--- src/rtl/display_pkg.sv ---
// Shared types and constants for the 4-digit multiplexed display driver.
package display_pkg;

  localparam int NDIG  = 4;
  localparam int BIN_W = 14;
  localparam int BCD_W = 4 * NDIG;

  localparam logic [BIN_W-1:0] BCD_MAX    = BIN_W'(9999);
  localparam logic [3:0]       BLANK_CODE = 4'hF;

  typedef enum logic [1:0] {
    ST_IDLE   = 2'd0,
    ST_SHIFT  = 2'd1,
    ST_COMMIT = 2'd2
  } conv_state_e;

  // Marks every digit above the most significant nonzero one; units is never marked.
  function automatic logic [NDIG-1:0] lead_zero_mask(input logic [BCD_W-1:0] digits);
    logic lead;
    lead_zero_mask = '0;
    lead           = 1'b1;
    for (int i = NDIG - 1; i > 0; i--) begin
      lead              = lead && (digits[4*i +: 4] == 4'd0);
      lead_zero_mask[i] = lead;
    end
  endfunction

endpackage

--- src/rtl/bin2bcd_seq.sv ---
// Sequential shift-add-3 binary-to-BCD converter, one input bit per clock.
module bin2bcd_seq
  import display_pkg::*;
(
  input  logic             clk,
  input  logic             rst_n,
  input  logic             start_i,
  input  logic [BIN_W-1:0] bin_i,
  output logic             busy_o,
  output logic             done_o,
  output logic [BCD_W-1:0] bcd_o
);

  localparam logic [3:0] SHIFTS = 4'(BIN_W);

  logic [BIN_W-1:0] bin_q;
  logic [BCD_W-1:0] bcd_q;
  logic [BCD_W-1:0] adj_d;
  logic [3:0]       cnt_q;
  logic             busy_q;
  logic             done_q;

  always_comb begin
    adj_d = bcd_q;
    for (int i = 0; i < NDIG; i++) begin
      if (bcd_q[4*i +: 4] >= 4'd5) adj_d[4*i +: 4] = bcd_q[4*i +: 4] + 4'd3;
    end
  end

  always_ff @(posedge clk or negedge rst_n) begin
    if (!rst_n) begin
      bin_q  <= '0;
      bcd_q  <= '0;
      cnt_q  <= '0;
      busy_q <= 1'b0;
      done_q <= 1'b0;
    end else begin
      done_q <= 1'b0;
      if (start_i && !busy_q) begin
        bin_q  <= bin_i;
        bcd_q  <= '0;
        cnt_q  <= SHIFTS;
        busy_q <= 1'b1;
      end else if (busy_q) begin
        bcd_q <= {adj_d[BCD_W-2:0], bin_q[BIN_W-1]};
        bin_q <= {bin_q[BIN_W-2:0], 1'b0};
        cnt_q <= cnt_q - 4'd1;
        if (cnt_q == 4'd1) begin
          busy_q <= 1'b0;
          done_q <= 1'b1;
        end
      end
    end
  end

  assign busy_o = busy_q;
  assign done_o = done_q;
  assign bcd_o  = bcd_q;

endmodule

--- src/rtl/display_scan_driver.sv ---
// Binary-to-BCD conversion front end plus continuous 4-digit multiplexed scan.
// Optional DISPLAY_LEADING_ZERO_BLANK_EN blanks leading zero digits (units always shown).
//
//   state     | meaning
//   ST_IDLE   | in_ready=1, waiting for in_valid
//   ST_SHIFT  | bin2bcd_seq running; displayed digits unchanged
//   ST_COMMIT | digits/ovf just loaded, conv_done=1 for this cycle
module display_scan_driver
  import display_pkg::*;
#(
  parameter int REFRESH_DIV = 50000
) (
  input  logic             clk,
  input  logic             rst_n,
  input  logic             in_valid,
  output logic             in_ready,
  input  logic [BIN_W-1:0] in_bin,
  output logic             conv_done,
  output logic             ovf,
  output logic [3:0]       bcd,
  output logic [3:0]       an_n
);

  localparam int CNT_W = (REFRESH_DIV > 2) ? $clog2(REFRESH_DIV) : 1;
  localparam logic [CNT_W-1:0] SCAN_LAST = CNT_W'(REFRESH_DIV - 1);

  conv_state_e      state_q;
  logic [BIN_W-1:0] val_q;
  logic             in_ready_q;
  logic             conv_done_q;
  logic             ovf_q, ovf_d;
  logic [BCD_W-1:0] digits_q, digits_d;
  logic [CNT_W-1:0] scan_cnt_q, scan_cnt_d;
  logic [1:0]       idx_q, idx_d;
  logic [3:0]       bcd_q, bcd_d;
  logic [3:0]       an_n_q, an_n_d;
  logic [NDIG-1:0]  blank_d;

  logic             accept;
  logic             commit;
  logic             eng_busy;
  logic             eng_done;
  logic [BCD_W-1:0] eng_bcd;

  assign accept = in_valid && in_ready_q;
  assign commit = (state_q == ST_SHIFT) && eng_done && !eng_busy;

  bin2bcd_seq u_bin2bcd (
    .clk     (clk),
    .rst_n   (rst_n),
    .start_i (accept),
    .bin_i   (in_bin),
    .busy_o  (eng_busy),
    .done_o  (eng_done),
    .bcd_o   (eng_bcd)
  );

  // Next display contents are shared by the FSM and the scan so a commit shows on its own edge.
  always_comb begin
    ovf_d    = ovf_q;
    digits_d = digits_q;
    if (commit) begin
      ovf_d    = (val_q > BCD_MAX);
      digits_d = ovf_d ? {NDIG{BLANK_CODE}} : eng_bcd;
    end
  end

  always_ff @(posedge clk or negedge rst_n) begin
    if (!rst_n) begin
      state_q     <= ST_IDLE;
      val_q       <= '0;
      in_ready_q  <= 1'b1;
      conv_done_q <= 1'b0;
      ovf_q       <= 1'b0;
      digits_q    <= '0;
    end else begin
      case (state_q)
        ST_IDLE: begin
          if (accept) begin
            val_q      <= in_bin;
            in_ready_q <= 1'b0;
            state_q    <= ST_SHIFT;
          end
        end
        ST_SHIFT: begin
          if (commit) begin
            ovf_q       <= ovf_d;
            digits_q    <= digits_d;
            conv_done_q <= 1'b1;
            state_q     <= ST_COMMIT;
          end
        end
        ST_COMMIT: begin
          conv_done_q <= 1'b0;
          in_ready_q  <= 1'b1;
          state_q     <= ST_IDLE;
        end
        default: begin
          conv_done_q <= 1'b0;
          in_ready_q  <= 1'b1;
          state_q     <= ST_IDLE;
        end
      endcase
    end
  end

  always_comb begin
    scan_cnt_d = scan_cnt_q + 1'b1;
    idx_d      = idx_q;
    if (scan_cnt_q == SCAN_LAST) begin
      scan_cnt_d = '0;
      idx_d      = idx_q + 2'd1;
    end
`ifdef DISPLAY_LEADING_ZERO_BLANK_EN
    blank_d = lead_zero_mask(digits_d);
`else
    blank_d = '0;
`endif
    bcd_d  = blank_d[idx_d] ? BLANK_CODE : digits_d[{idx_d, 2'b00} +: 4];
    an_n_d = ~(4'b0001 << idx_d);
  end

  always_ff @(posedge clk or negedge rst_n) begin
    if (!rst_n) begin
      scan_cnt_q <= '0;
      idx_q      <= '0;
      bcd_q      <= 4'h0;
      an_n_q     <= 4'b1110;
    end else begin
      scan_cnt_q <= scan_cnt_d;
      idx_q      <= idx_d;
      bcd_q      <= bcd_d;
      an_n_q     <= an_n_d;
    end
  end

  assign in_ready  = in_ready_q;
  assign conv_done = conv_done_q;
  assign ovf       = ovf_q;
  assign bcd       = bcd_q;
  assign an_n      = an_n_q;

endmodule
--- config.mk ---
export PLATFORM = sky130hd
export DESIGN_NAME = display_scan_driver
export DESIGN_NICKNAME = d
export VERILOG_FILES = /design/src/rtl/display_pkg.sv /design/src/rtl/bin2bcd_seq.sv /design/src/rtl/display_scan_driver.sv
export SDC_FILE = /design/constraint.sdc
export NUM_CORES = 1
export LEC_CHECK = 0
export BUFFER_PORTS_ARGS = -buffer_cell sky130_fd_sc_hd__buf_4
export CORE_ASPECT_RATIO = 1.4
export CORE_MARGIN = 3
export CORE_UTILIZATION = 60
export CTS_CLUSTER_DIAMETER = 80
export DETAILED_ROUTE_END_ITERATION = 8
export GPL_TIMING_DRIVEN = 0
export PLACE_DENSITY = 0.87
export SKIP_LAST_GASP = 1
export SYNTH_ARGS = -nofsm -noshare
export SYNTH_HDL_FRONTEND = slang
export SYNTH_SLANG_ARGS = --single-unit
--- constraint.sdc ---
create_clock -name clk -period 4.75 [get_ports clk]
set_input_delay 0.95 -clock clk [delete_from_list [all_inputs] [get_ports clk]]
set_output_delay 0.95 -clock clk [all_outputs]
set_load 0.005 [all_outputs]
# Word-level counts from Yosys, hierarchy flattened

Index checks and enable logic that the tools add are counted.

Bits of input ports: 17
Output and inout port bits: 11
Bits in registers: 97
Logic and storage cells: 80

Bitwise operators: 3
Shift-type cells: 2
Reductions and logical operators: 12
Muxes and demuxes: 30
Equal/unequal tests: 5
Order comparisons: 6
Add/subtract/negate cells: 7

Operators by type and width:

| cell                    | number |
|---|---|
| $mux W16                | 5 |
| $mux W14                | 2 |
| $mux W4                 | 6 |
| $add A16 B1 Y16 const B | 1 |
| $eq A16 B16 Y1 const B  | 1 |
| $ge A4 B3 Y1 const B    | 4 |
| $shiftx A16 B5 Y4       | 1 |
| $gt A14 B14 Y1 const B  | 1 |
| $add A4 B2 Y4 const B   | 3 |
| $reduce_and A2 Y1       | 5 |
| $mux W1                 | 9 |
| $mux W2                 | 3 |
| $eq A4 B1 Y1 const B    | 1 |
| $logic_and A1 B1 Y1     | 4 |
| $not A4 Y4              | 1 |
| $pmux W1 S2             | 2 |
| $pmux W2 S2             | 1 |
| $shl A1 B2 Y4 const A   | 1 |
| $sub A4 B1 Y4 const B   | 1 |
| $add A3 B2 Y3 const B   | 1 |
| $lt A2 B3 Y1 const B    | 1 |
| $mux W3                 | 1 |
| $add A2 B1 Y2 const B   | 1 |
| $bmux W1 S2             | 1 |
| other kinds (7)         | 8 |

# Logic depth before layout (Yosys ltp)

Word-level depth: 6
Gate-level depth with buffers: 10
Mapped depth without buffers: 9

# Cells and area by module

A second synthesis with hierarchy kept.

Cell total of the unflattened synthesis: 380
Area total of the unflattened synthesis: 4,271.6 um^2

By module, submodules not included:

| module              | area each (um^2) | cells each | instances | seq. area each (um^2) |
|---|---|---|---|---|
| display_scan_driver | 2,384.8          | 194        | 1         | 1,431.4 |
| bin2bcd_seq         | 1,886.8          | 186        | 1         | 900.9 |

# Least setup slack after synthesis

No wires, ideal clock.

Path type: input port to flip-flop
Start: in in_valid
End: reg u_bin2bcd.bin_q[10]
Library setup time: 0.133 ns
Data required time: 4.617 ns
Path buffers: 1
Slack: 2.718 ns
Stages: 4
Arrival: 1.899 ns
Cell sequence: nand2_1 buf_1 mux2i_1 o21ai_0

Cells in the longest elaborated chain, start to end: 3
Elaborated cells between the ends (all ways): 4
Classes of those cells: 1 x mux; 3 x reduce/logical

Ends and longest elaborated chain:

| element                                        | line                      | RTL |
|---|---|---|
| start: declaration                             | display_scan_driver.sv:15 | `input logic in_valid,` |
| $logic_and A1 B1 Y1 *                          | display_scan_driver.sv:45 | `assign accept = in_valid && in_ready_q;` |
| $logic_and A1 B1 Y1 *                          | bin2bcd_seq.sv:39         | `if (start_i && !busy_q) begin` |
| $mux W14 or $reduce_bool A2 Y1 (tied branches) | -                         |  |
| end signal: assignment                         | bin2bcd_seq.sv:40         | `bin_q <= bin_i;` |
| end signal: assignment                         | bin2bcd_seq.sv:46         | `bin_q <= {bin_q[BIN_W-2:0], 1'b0};` |
| end: declaration                               | bin2bcd_seq.sv:16         | `logic [BIN_W-1:0] bin_q;` |

Mark *: on every way between the ends. The rest lies on a longest branch, timed or not.
A chain may end at the register's enable or synchronous reset.

# Worst setup path after layout

Start: reg val_q[7]
End: reg bcd_q[3] (netlist: bcd[3])

Cells in the longest elaborated chain, start to end: 5

Ends and longest elaborated chain:

| element                  | line                       | RTL |
|---|---|---|
| start: declaration       | display_scan_driver.sv:28  | `logic [BIN_W-1:0] val_q;` |
| start signal: assignment | display_scan_driver.sv:80  | `val_q <= in_bin;` |
| $gt A14 B14 Y1           | display_scan_driver.sv:63  | `ovf_d = (val_q > BCD_MAX);` |
| $mux W16                 | display_scan_driver.sv:64  | `digits_d = ovf_d ? {NDIG{BLANK_CODE}} : eng_bcd;` |
| $mux W16                 | display_scan_driver.sv:62  | `if (commit) begin` |
| $shiftx A16 B5 Y4        | display_scan_driver.sv:119 | `bcd_d = blank_d[idx_d] ? BLANK_CODE : digits_d[{idx_d, 2'b00} +: 4];` |
| $mux W4                  | display_scan_driver.sv:119 |  |
| net bcd_d[3]             | display_scan_driver.sv:35  | `logic [3:0] bcd_q, bcd_d;` |
| end signal: assignment   | display_scan_driver.sv:127 | `bcd_q <= 4'h0;` |
| end signal: assignment   | display_scan_driver.sv:132 | `bcd_q <= bcd_d;` |
| end: declaration         | display_scan_driver.sv:35  |  |

The timed path passes the listed nets, and every way through them passes these cells.

==> metrics <==
gr ovfl total 0; Seq/Total Area, Yosys 0.527; Sink Count 93; DRT antenna net count 0; Synth Register Bits 93; fraction of the mapped netlist area in simple logic gates 0.164; Synth Cell Area approximately 0.0044 mm2; global-route wire length before repair 15,000 um; most common cell in the netlist dfrtp_1; Nets 500; Worst Path Max Fanout 10; actual slew at the worst max-slew pin 1.15 ns; Psw 953 uW; DR vias 3,292; clk slew on worst S/H paths about 0.10 ns; core area between 0.007 and 0.008 mm2; synthesized area per cell 10.2 um2; gp weighted congestion 0.872; final hold violation count 0; leak pwr around 2.4 nW; pwr dens between 500 and 600 mW/mm2; initial antenna violation count 0; Comb pwr share 0.351; WL/cell 15.4 um; Multi-input gate area between 0.0015 and 0.002 mm2; Register Area 0.00233 mm2; Post-CTS Resized 0; CP Class reg2reg; placed cells roughly 560; Async S/R FF share, synth 1.00; share of cells above drive strength 1 0.159; CTS tree yes; startpoint types register; Final Setup Violations 0; RSZ-0062 raised after global routing false; sw frac 0.361; Root Driver clkbuf_8; Slew Limit Fails 0; H-Tree Depth 3; vias in the first global route 3,331; post-synth top area share 0.503; Max-Cap Viols 0; Clock Skews 0.0196 ns; Synth Area in Compound Gates 0.115; Rows 36; total CTS buffers 9; CP Data Required Time 4.98 ns; DIE HEIGHT 108 um; Clock Power Share 0.196; CTS Hold Bufs 0; Die X between 70 and 80 um; Diodes inserted 0; Clock Latency Late Sink about 0.38 ns; post-synthesis cell count 434; min cycle time layout 2.40 ns; multiplexer area fraction after synthesis 0.0761; Worst path slowest cell nor4_1; Worst Setup End Kind register; worst min-delay path class reg2reg; adder-cell share of the synthesized area 0.0311; starting density of the core 0.626; Internal 1.68 mW; largest net degree at the start of global routing 94; FILL cells 531; outcome finished, final reports clean; Synth Warn # 0; Seq pwr share 0.454; Synth area leaders dfrtp_1 (50%), nand2_1 (6.0%), mux2i_1 (4.3%), o21ai_0 (4.0%), mux2_2 (3.3%); dpl hpwl just over 6000 um; largest family of logic cells by synthesized area simple AND/OR/NAND/NOR gates; Post-Synth XOR/XNOR Area 0.0475; f_max between 400 and 500 MHz; crit path DAT ~2.6 ns; IO Port Bufs 27; Synth top cells by count dfrtp_1 (89), nand2_1 (71), o21ai_0 (35), nor2_1 (30), mux2i_1 (19); max incr delay on CP 0.56 ns; Residual DRC 0; First-pass DRT Iterations 5; largest area contributor in the netlist dfrtp_1; number of synthesized flops with an enable pin 0; Area growth syn-to-layout 11.6%; Total Negative Setup Slacks 0 ns; vias per cell 5.76; I/O pin count 28; post-route insts no fill 572; synthesized net count 462; DR iter-0 viols 286; WHS 0.481 ns; Final period util 0.506; Most used DFF post-synth dfrtp_1; CTS Buffer Depth 2; Setup Buffers After CTS 0; die area 0.00846 mm2; GRT Util Overall 0.230; final WL about 8800 um; post-synthesis cell type count 45; Core Util, Final 0.698; worst relative slew slack 0.236; worst vdd ir approximately 340 uV; crit-path cells nor4_1, o21ai_2, clkbuf_1, nor3_1, o31ai_1, o22ai_1, a211oi_1
-- critical path, delay by kind of cell, from the launching register on --
family                 cells  cell delay [ns]
flip-flops                 1             0.39
buffers and inverters      1             0.29
AO/OA/AOI/OAI              4             0.68
AND/OR/NAND/NOR            2             0.90
-- layout by cell type, fill, tap and decap left out, types with 3 or more instances in the layout --
cell type   n
nand2_1    71
or2_2       5
nand4_1     4
a21oi_1    16
a211oi_1    3
dfstp_2     4
o31a_1      4
mux2_2     13
a22oi_1     3
inv_1      16
o22ai_1    10
nor3_1      7
o22a_1      6
buf_1       3
mux2i_1    19
o21ai_0    35
clkbuf_8    9
nand2b_1    8
dfrtp_1    89
and2_1      4
xor2_1     14
nor3b_1     4
clkbuf_1   11
buf_4      28
ha_1       11
and3_1      3
or3_1       3
nor2_1     30
xnor2_1    10
nand3_1     8
-- power groups by stage --
| stage | Combinational, mW | Sequential, mW | Clock (mW) |
|---|---|---|---|
| after floorplan | 0.687 | 1.17 | 0 |
| after global placement | 0.868 | 1.20 | 0 |
| after detailed placement | 0.915 | 1.21 | 0 |
| after CTS | 0.928 | 1.19 | 0.525 |
| after global routing | 1.05 | 1.23 | 0.557 |
| final | 0.925 | 1.20 | 0.516 |
-- worst paths after layout --
| path | start | endpoint | slack [ns] | cells after the start |
|---|---|---|---|---|
| max | val_q[7] | bcd[3] | 2.35 | 7 |
| min | ovf | ovf | 0.48 | 2 |
| max reg2reg | val_q[7] | bcd[3] | 2.35 | 7 |
| min reg2reg | ovf | ovf | 0.48 | 2 |
| max in group asynchronous | rst_n | scan_cnt_q[13] | 3.21 | 1 |
| min in group asynchronous | rst_n | bcd[3] | 0.77 | 1 |
-- metrics by stage --
step | area, um2 | setup slack [ns] | total power [mW]
finish | 4940 | 2.35 | 2.64
detailed placement | 4750 | 2.33 | 2.13
global placement | 4750 | 2.40 | 2.06
floorplan | 4430 | 2.72 | 1.85
CTS | 4940 | 2.41 | 2.65
global route | 4940 | 2.30 | 2.83
-- sequential cells by signal (all words and copies together) (netlist names) --
name,count
idx_q,2
conv_done,1
digits_q,16
u_bin2bcd.bcd_o,16
val_q,10
in_ready,1
state_q,2
u_bin2bcd.done_o,1
u_bin2bcd.bin_q,14
bcd,4
an_n,4
u_bin2bcd.busy_o,1
u_bin2bcd.cnt_q,4
ovf,1
scan_cnt_q,16
-- cell families (layout without fill, tap and decap cells) --
group / after synthesis / count (layout)
AO/OA/AOI/OAI: 83 / 83
multiplexers: 32 / 32
flip-flops: 93 / 93
adder cells (fa/ha/maj): 11 / 11
buffers and inverters: 36 / 79
XOR/XNOR: 24 / 24
AND/OR/NAND/NOR: 155 / 155
-- final cells by class --
| cell class | instances | area share |
|---|---|---|
| flip-flops and latches | 93 | 0.472 |
| repair buffers | 27 | 0.0410 |
| plain buffers | 18 | 0.0198 |
| clock buffers | 10 | 0.0258 |
| clock inverters | 6 | 0.0129 |
| well taps | 95 | 0.0241 |
| multi-input cells | 305 | 0.388 |
| inverters | 18 | 0.0162 |
-- per-layer routing --
metal / global-route usage / share of wire / vias up
li1: - / - / 1553
met1: 0.267 / 0.40 / 1628
met2: 0.399 / 0.53 / 83
met3: 0.0369 / 0.035 / 28
met4: 0.131 / 0.037 / 0
met5: 0 / 0 / -
No activity file was read; power rests on OpenSTA's default activity.
